--- config.mk ---
export PLATFORM = sky130hd
export DESIGN_NAME = seq_mult_hs
export DESIGN_NICKNAME = d
export VERILOG_FILES = /design/src/rtl/seq_mult_hs_pkg.sv /design/src/rtl/seq_mult_hs_add_ripple_n.sv /design/src/rtl/seq_mult_hs.sv
export SDC_FILE = /design/constraint.sdc
export NUM_CORES = 1
export LEC_CHECK = 0
export CORE_ASPECT_RATIO = 0.8
export CORE_MARGIN = 1.5
export CORE_UTILIZATION = 40
export DETAILED_ROUTE_END_ITERATION = 7
export DONT_BUFFER_PORTS = 1
export GPL_TIMING_DRIVEN = 0
export PLACE_DENSITY_LB_ADDON = 0.15
export SYNTH_ARGS = -nofsm -noshare
export SYNTH_HDL_FRONTEND = slang
export SYNTH_SLANG_ARGS = --single-unit
--- constraint.sdc ---
create_clock -name clock -period 51.7 [get_ports clock]
set_clock_uncertainty 0.2 [all_clocks]
set_input_delay 7.755 -clock clock [delete_from_list [all_inputs] [get_ports clock]]
set_output_delay 7.755 -clock clock [all_outputs]
set_load 0.01 [all_outputs]
--- src/rtl/seq_mult_hs_pkg.sv ---
// rtl/seq_mult_hs_pkg.sv - shared state encoding and width helper for seq_mult_hs
package seq_mult_hs_pkg;

  // Controller states; 2-bit encoding
  typedef enum logic [1:0] {
    ST_IDLE = 2'd0,
    ST_CALC = 2'd1,
    ST_SIGN = 2'd2,
    ST_DONE = 2'd3
  } state_t;

  // Product width for a given operand width
  function automatic int prod_width(input int width);
    return 2 * width;
  endfunction

endpackage

--- src/rtl/seq_mult_hs_add_ripple_n.sv ---
// rtl/seq_mult_hs_add_ripple_n.sv - parametrised N-bit ripple-carry adder
module add_ripple_n #(
  parameter int N = 8
) (
  output logic [N-1:0] sum,
  output logic         cout,
  input  logic [N-1:0] a,
  input  logic [N-1:0] b,
  input  logic         cin
);

  logic [N:0] w_carry;

  assign w_carry[0] = cin;

  // One full adder per bit, carry rippling from LSB to MSB
  for (genvar i = 0; i < N; i++) begin : g_fa
    assign sum[i]         = a[i] ^ b[i] ^ w_carry[i];
    assign w_carry[i + 1] = (a[i] & b[i]) | (w_carry[i] & (a[i] ^ b[i]));
  end

  assign cout = w_carry[N];

endmodule

--- src/rtl/seq_mult_hs.sv ---
// rtl/seq_mult_hs.sv - sequential shift-add multiplier with valid/ready handshakes
module seq_mult_hs
  import seq_mult_hs_pkg::*;
#(
  parameter int WIDTH = 32
) (
  input  logic                         clock,
  input  logic                         reset,
  input  logic                         in_valid,
  output logic                         in_ready,
  input  logic [WIDTH-1:0]             mlier,
  input  logic [WIDTH-1:0]             mcand,
  input  logic                         tc,
  output logic                         out_valid,
  input  logic                         out_ready,
  output logic [prod_width(WIDTH)-1:0] prodt,
  output logic                         busy
);

  localparam int PW = prod_width(WIDTH);
  localparam int CW = $clog2(WIDTH) + 1;
  localparam logic [CW-1:0] LAST_STEP = CW'(WIDTH - 1);

  state_t r_state;
  state_t w_next;

  logic [WIDTH-1:0] r_mlier;
  logic [PW-1:0]    r_mcand;
  logic [PW-1:0]    r_acc;
  logic [PW-1:0]    r_prodt;
  logic [CW-1:0]    r_cnt;
  logic             r_neg;

  logic             w_accept;
  logic             w_last;
  logic [WIDTH-1:0] w_mlier_abs;
  logic [WIDTH-1:0] w_mcand_abs;
  logic [PW-1:0]    w_sum;
  logic             w_cout;
  logic             w_unused;

  // Magnitudes are taken only for signed operands with the MSB set;
  // the most negative value maps onto its own unsigned magnitude.
  assign w_mlier_abs = (tc && mlier[WIDTH-1]) ? (~mlier + WIDTH'(1)) : mlier;
  assign w_mcand_abs = (tc && mcand[WIDTH-1]) ? (~mcand + WIDTH'(1)) : mcand;
  assign w_last      = (r_cnt == LAST_STEP);

  // The product of two magnitudes never overflows 2*WIDTH, so cout stays 0
  add_ripple_n #(.N(PW)) u_add (
    .sum  (w_sum),
    .cout (w_cout),
    .a    (r_acc),
    .b    (r_mcand),
    .cin  (1'b0)
  );

  assign w_unused = w_cout;
  assign prodt    = r_prodt;

  // State register
  always_ff @(posedge clock) begin
    if (reset) begin
      r_state <= ST_IDLE;
    end else begin
      r_state <= w_next;
    end
  end

  // Next-state and handshake outputs; in_ready in DONE follows out_ready
  always_comb begin
    w_next    = r_state;
    in_ready  = 1'b0;
    out_valid = 1'b0;
    busy      = 1'b0;
    w_accept  = 1'b0;
    case (r_state)
      ST_IDLE: begin
        in_ready = 1'b1;
        if (in_valid) begin
          w_accept = 1'b1;
          w_next   = ST_CALC;
        end
      end
      ST_CALC: begin
        busy = 1'b1;
        if (w_last) begin
          w_next = ST_SIGN;
        end
      end
      ST_SIGN: begin
        busy   = 1'b1;
        w_next = ST_DONE;
      end
      ST_DONE: begin
        out_valid = 1'b1;
        in_ready  = out_ready;
        if (out_ready) begin
          if (in_valid) begin
            w_accept = 1'b1;
            w_next   = ST_CALC;
          end else begin
            w_next = ST_IDLE;
          end
        end
      end
      default: w_next = ST_IDLE;
    endcase
  end

  // Datapath: operand capture, fixed WIDTH-step accumulate, sign fix-up
  always_ff @(posedge clock) begin
    if (reset) begin
      r_mlier <= '0;
      r_mcand <= '0;
      r_acc   <= '0;
      r_prodt <= '0;
      r_cnt   <= '0;
      r_neg   <= 1'b0;
    end else if (w_accept) begin
      r_mlier <= w_mlier_abs;
      r_mcand <= {{WIDTH{1'b0}}, w_mcand_abs};
      r_neg   <= (mlier[WIDTH-1] ^ mcand[WIDTH-1]) & tc;
      r_acc   <= '0;
      r_cnt   <= '0;
    end else begin
      case (r_state)
        ST_CALC: begin
          if (r_mlier[0]) begin
            r_acc <= w_sum;
          end
          r_mcand <= r_mcand << 1;
          r_mlier <= r_mlier >> 1;
          r_cnt   <= r_cnt + CW'(1);
        end
        ST_SIGN: begin
          r_prodt <= r_neg ? (~r_acc + PW'(1)) : r_acc;
        end
        default: ;
      endcase
    end
  end

endmodule

==> summary.txt, run 1 <==
Run status
  – Outcome: completed

Cells and area
  – # diodes: 0
  – Nets: 1581
  – Layout cells sized above 1: 4.38%
  – Synth-to-Final Area Change: 10.9%
  – Post-Layout Cell Count: 1873
  – Cell area after layout: 14000 um2

Routing
  – DRC: 0
  – DR vias/cell: around 5.5
  – M1 wire length: approximately 18000 um
  – Final ANT Viol Nets: 0
  – WL/cell: ~19 um
  – TritonRoute pass-1 iters: 5
  – Final WL: 36000 um
  – Uppermost layer routed: met4
  – DRT iter0 DRCs: 577
  – Met2 WL post-DR: about 15000 um
  – WL met3: 2750 um
  – Via count: 10200

Logic synthesis
  – Synth top area cells: dfxtp_1 (37%), fa_1 (9.8%), mux2i_1 (7.5%)
  – Mapped cell area: 12600 um2
  – Post-synth top area share: 37.0%
  – Post-synth top cells: dfxtp_1 (233), nand2_1 (200), nor2_1 (143)
  – Syn Nets: 1553
  – Post-Syn Instances: 1413
  – Post-synth top area cell: dfxtp_1
  – Number of enable flip-flop cells after synthesis: 0
  – Yosys reg bits: 233
  – Primary FF master, synth: dfxtp_1
  – Seq/Total Area, Yosys: 37.0%
  – Post-synth cell types: 56
  – Most frequent cell after synthesis: dfxtp_1
  – Post-synth ARST share: 0%
  – YS warnings: 0
  – Syn Area/Cell: 8.93 um2

Clocking
  – Worst skew pair latency: 0.54 ns
  – Clk slew on worst S/H paths: 0.06 ns
  – Clock Sinks: about 230
  – CTS Buf Count: 26
  – CTS tree: done
  – Root Driver: clkbuf_16
  – Clock Tree Buf Depth: 3
  – H-tree level count: 1
  – Hold buffers post-CTS: 0
  – Buffers inserted by post-CTS timing repair: 0
  – Cts repair resizes: 0

Global routing
  – First-pass GRT wire length: 57200 um
  – All-Layer GR Usage: 22.2%
  – Largest net degree at the start of global routing: 13
  – Vias in the first global route: around 9900
  – GRT overflow: 0
  – Initial antenna violation count: 0

Critical path
  – Flop2flop setup slack: 25.96 ns
  – R2r startpoint: r_acc[0]
  – CP peak stage delay: 0.42 ns
  – Critical path origin: r_acc[0]
  – R2R depth: 69
  – CP arrival: 25.94 ns
  – Critical Path RT: 51.90 ns
  – Reg2Reg Capture Point: r_acc[63]
  – CP startpoint kind: register
  – Crit path max-delay cell type: fa_1
  – Crit Path Category: register to register
  – Crit path max fanout: 6
  – Setup crit end kind: register
  – Cell mode on critical path: fa_1

Place
  – DP Area: 13100 um2
  – I/O Buffers: 0
  – Placed Cells: 1826
  – DP Wirelength: roughly 28000 um
  – Final GP Congestion: 0.868

Floorplan
  – Die height: 162 um
  – Initial Utilization: about two fifths
  – Die ar.: 32600 um2
  – Num rows: 57
  – Core ar.: 30700 um2
  – Die width: 202 um
  – Ports: 136

STA
  – RSZ-0062 raised after global routing: no
  – Setup_tns: 0 ns
  – Final Max Tran Viols: 0
  – WHS: about 0.3 ns
  – Min Clock Period, post-route: 25.74 ns
  – Achievable Freq: 38.9 MHz
  – Final hold violation count: 0
  – Post-route clock period utilization: 49.8%
  – Final Setup Violations: 0
  – Worst Tran Pin Value: 1.16 ns
  – Worst slew margin: between 20% and 30%

Pwr
  – PnR Total Power: 0.622 mW
  – Power density cells: 44.4 nW/um2
  – VDD IR max: 0.0201 mV
  – Leak: 5.20 nW

Hold path
  – Worst Hold Path EP: prodt[53]
  – Tightest Hold Check Type: register to register
  – WHS Path Cells: 2
  – Hold Startpoint: prodt[53]

Flow run
  – MaxCap Viol Count: 0
-- worst max-delay path by stage --
| stage | end | slack (ns) | cells past startpoint |
|---|---|---|---|
| after floorplan | r_acc[63] | 27.09 | 69 |
| after CTS | r_acc[63] | 25.97 | 69 |
| after global routing | r_acc[63] | 24.97 | 69 |
| final | r_acc[63] | 25.96 | 69 |
| after detailed placement | r_acc[63] | 26.02 | 69 |
| after global placement | r_acc[63] | 26.12 | 69 |
-- placed cells by master, fill, tap and decap left out, drive strengths merged, types with 29 or more instances in the layout --
cell type  Yosys  routed
xnor2         31      31
xor2          84      84
clkbuf        81     121
a21oi         87      87
a211oi        65      65
o22ai         30      30
fa            62      62
dfxtp        233     233
o21ai         58      58
o31ai         29      29
mux2i         95      95
nand2        200     200
nor2         143     143
-- flip-flops by register name (all words and copies together), names as in the netlist --
signal and count:
r_mcand 64, r_mlier 32, r_acc 64, r_cnt 6, prodt 64, r_neg 1
r_state 2
-- power breakdown --
part	internal [mW]	switching, mW	total [mW]
Combinational	0.0668	0.123	0.190
Clock	0.111	0.0753	0.187
Sequential	0.211	0.0340	0.245
Total	0.389	0.232	0.622
-- kinds of logic after synthesis --
group           Yosys count  share of synthesized area (%)
simple gates            471                           17.2
compound gates          315                           16.1
flops                   233                           37.0
xor+xnor                115                           7.98
buf+inv                 112                           3.35
mux                      96                           7.63
fa+ha+maj                71                           10.7
-- critical path: cells and delay by family (launching register included) --
kind                       cells  cell delay [ns]
and+or+nand+nor                2             0.16
adders and majority gates     63            24.48
xor gates and xnor gates       2             0.27
DFF                            1             0.38
buffers and inverters          2             0.12
-- metal layers --
metal / GRT usage [%] / vias up
met1: 32.3 / 4824
met5: 0 / -
met3: 5.54 / 51
li1: - / 5041
met2: 32.8 / 293
met4: 5.36 / 0
-- stage by stage --
step	setup WS, ns	util [%]
after floorplan	27.09	-
after global placement	26.12	42.8
after detailed placement	26.02	42.8
after CTS	25.97	45.6
after global routing	24.97	45.6
final	25.96	45.6
-- area by class of cell --
cell class	count	area (um2)
Clock inverter	7	60.1
Multi-Input combinational cell	1068	7530
Inverter	18	67.6
Clock buffer	40	805
Sequential cell	233	4660
Buffer	94	355
Fill cell	3009	16700
Tap cell	413	517
(Power assumes the default switching activity.)
==> run 2, diff against run 1 <==
==> constraint.sdc (replaced) <==
create_clock -name clock -period 26.5 [get_ports clock]
set_clock_uncertainty 0.2 [all_clocks]
set_input_delay 3.975 -clock clock [delete_from_list [all_inputs] [get_ports clock]]
set_output_delay 3.975 -clock clock [all_outputs]
set_load 0.01 [all_outputs]
==> run 2 against run 1 <==
  * Final area hardly changed
  * Global-route usage stayed put
  * Worst hold slack hardly changed
  * Critical path type unchanged
  * Register-to-register slack worse by 25 ns
  * First-iteration DRC count is 3.8% higher
  * Power is 95% higher
==> summary.txt, run 2 (synthesis results as in run 1) <==
STA
  – Post-route clock period utilization: 96.3% (+47 points)
  – Setup WS post-layout: 0.975 ns (-24.99 ns)
  – Worst slew margin: 20.1% (-2.1 points)
  – WHS: 0.297 ns (+0.0000250 ns)
  – Worst Tran Pin Value: 1.19 ns (+0.0319 ns)
  – Achievable Freq: 39.2 MHz (+0.82%)
  – Final hold violation count: 0 (unchanged)
  – Setup_tns: 0 ns (unchanged)
  – RSZ-0062 raised after global routing: no
  – Final Max Tran Viols: 0 (unchanged)
  – Min Clock Period, post-route: 25.53 ns (-0.210 ns)
  – Final Setup Violations: 0 (unchanged)

Routing
  – Uppermost layer routed: met4
  – DRT iter0 DRCs: 599 (+3.8%)
  – WL/cell: 19.2 um (about the same)
  – WL met3: 2630 um (-4.2%)
  – Via count: 10100 (-0.81%)
  – DR vias/cell: 5.41 (-0.81%)
  – TritonRoute pass-1 iters: 5 (unchanged)
  – DRC: 0 (unchanged)
  – M1 wire length: 17700 um (about the same)
  – Final ANT Viol Nets: 0 (unchanged)
  – Met2 WL post-DR: 14800 um (+0.42%)
  – Final WL: 36000 um (about the same)

Critical path
  – CP startpoint kind: register
  – Reg2Reg Capture Point: r_acc[63]
  – Critical Path RT: 26.70 ns (-25.20 ns)
  – Crit path max-delay cell type: fa_1
  – Cell mode on critical path: fa_1
  – CP peak stage delay: 0.42 ns (about the same)
  – CP arrival: 25.73 ns (-0.21 ns)
  – R2R depth: 69 (unchanged)
  – Crit path max fanout: 3 (-3)
  – R2r startpoint: r_mcand[0]
  – Flop2flop setup slack: 0.97 ns (-24.99 ns)
  – Setup crit end kind: register
  – Crit Path Category: register to register

Clocking
  – Clock Tree Buf Depth: 3 (unchanged)
  – CTS tree: done
  – Root Driver: clkbuf_16
  – H-tree level count: 1 (unchanged)
  – Worst skew pair latency: 0.54 ns (about the same)
  – Clock Sinks: 233 (unchanged)
  – Buffers inserted by post-CTS timing repair: 0 (unchanged)
  – Hold buffers post-CTS: 0 (unchanged)
  – Clk slew on worst S/H paths: 0.06 ns (about the same)
  – Cts repair resizes: 0 (unchanged)
  – CTS Buf Count: 26 (unchanged)

Floorplan
  – Initial Utilization: 41.1% (unchanged)
  – Core ar.: 30700 um2 (unchanged)
  – Die ar.: 32600 um2 (unchanged)
  – Die height: 162 um (unchanged)
  – Die width: 202 um (unchanged)
  – Num rows: 57 (unchanged)
  – Ports: 136 (unchanged)

Hold path
  – WHS Path Cells: 2 (unchanged)
  – Tightest Hold Check Type: register to register
  – Hold Startpoint: prodt[53]
  – Worst Hold Path EP: prodt[53]

Cells and area
  – Multi-input logic area: 7540 um2 (+0.13%)
  – Layout cells sized above 1: 4.73% (+0.34 points)
  – Most common cell after layout, fill and taps aside: dfxtp_1
  – # diodes: 0 (unchanged)
  – Filler instances: 3007 (-0.066%)
  – Reg area: 4670 um2 (about the same)
  – Final Core Density: 45.7% (about the same)
  – Commonest cells after routing, fill and taps aside: dfxtp_1 (232), nand2_1 (200), nor2_1 (143), mux2i_1 (95), a21oi_1 (87)
  – Nets: 1581 (unchanged)
  – Synth-to-Final Area Change: 11.0% (about the same)

Place
  – I/O Buffers: 0 (unchanged)
  – Final GP Congestion: 0.868 (unchanged)
  – DP Wirelength: 27800 um (unchanged)
  – Dpl ws: 0.817 ns (-25.20 ns)

Global routing
  – Largest net degree at the start of global routing: 13 (unchanged)
  – Vias in the first global route: 9948 (unchanged)
  – Initial antenna violation count: 0 (unchanged)
  – All-Layer GR Usage: 22.2% (unchanged)
  – GRT overflow: 0 (unchanged)
  – First-pass GRT wire length: 57200 um (unchanged)

Run status
  – Outcome: completed

Pwr
  – Leak: 5.19 nW (-0.18%)
  – VDD IR max: 0.0392 mV (+95%)
  – PnR Total Power: 1.21 mW (+95%)
  – Power density cells: 86.5 nW/um2 (+95%)

Flow run
  – MaxCap Viol Count: 0 (unchanged)
## run 2: cell counts in the layout (fill, tap and decap cells not counted)
No cell type changed its count.
## run 2: worst max path at each step
| stage | start | end | slack, ns | cells past startpoint |
|---|---|---|---|---|
| after floorplan | r_acc[0] | r_acc[63] | 1.89 | 69 |
| after global placement | r_acc[0] | r_acc[63] | 0.92 | 69 |
| after detailed placement | r_acc[0] | r_acc[63] | 0.82 | 69 |
| after CTS | r_acc[0] | r_acc[63] | 0.77 | 69 |
| after global routing | r_mcand[0] | r_acc[63] | 0.05 | 69 |
| final | r_mcand[0] | r_acc[63] | 0.97 | 69 |
## run 2: final cells by class
class / count / area share [%]
buffer: 94 / 2.54
clock buffer: 40 / 5.74
clock inverter: 7 / 0.429
inverter: 18 / 0.482
multi-input combinational: 1068 / 53.8
sequential: 233 / 33.3
tap: 413 / 3.69
## run 2: stage by stage
step                std cells  instance area (um2)
floorplan                1413                12600
global placement         1826                13100
finish                   1873                14000
detailed placement       1826                13100
global route             1873                14000
CTS                      1873                14000
## run 2: worst max-delay path: cells and delay by family (launching register included)
family | cells | cell delay (ns)
buf+inv | 2 | 0.12
fa+ha+maj | 63 | 24.27
xor+xnor | 2 | 0.27
simple gates | 2 | 0.16
flops | 1 | 0.36
## run 2: per-layer routing
metal / vias up / track usage, %
li1: 5039 / -
met1: 4774 / 32.3
met2: 262 / 32.8
met3: 51 / 5.54
met4: 0 / 5.36
met5: - / 0
## run 2: where the power goes
group / total [mW] / internal [mW] / switching [mW]
Sequential: 0.478 / 0.411 / 0.0665
Combinational: 0.370 / 0.130 / 0.240
Clock: 0.364 / 0.217 / 0.147
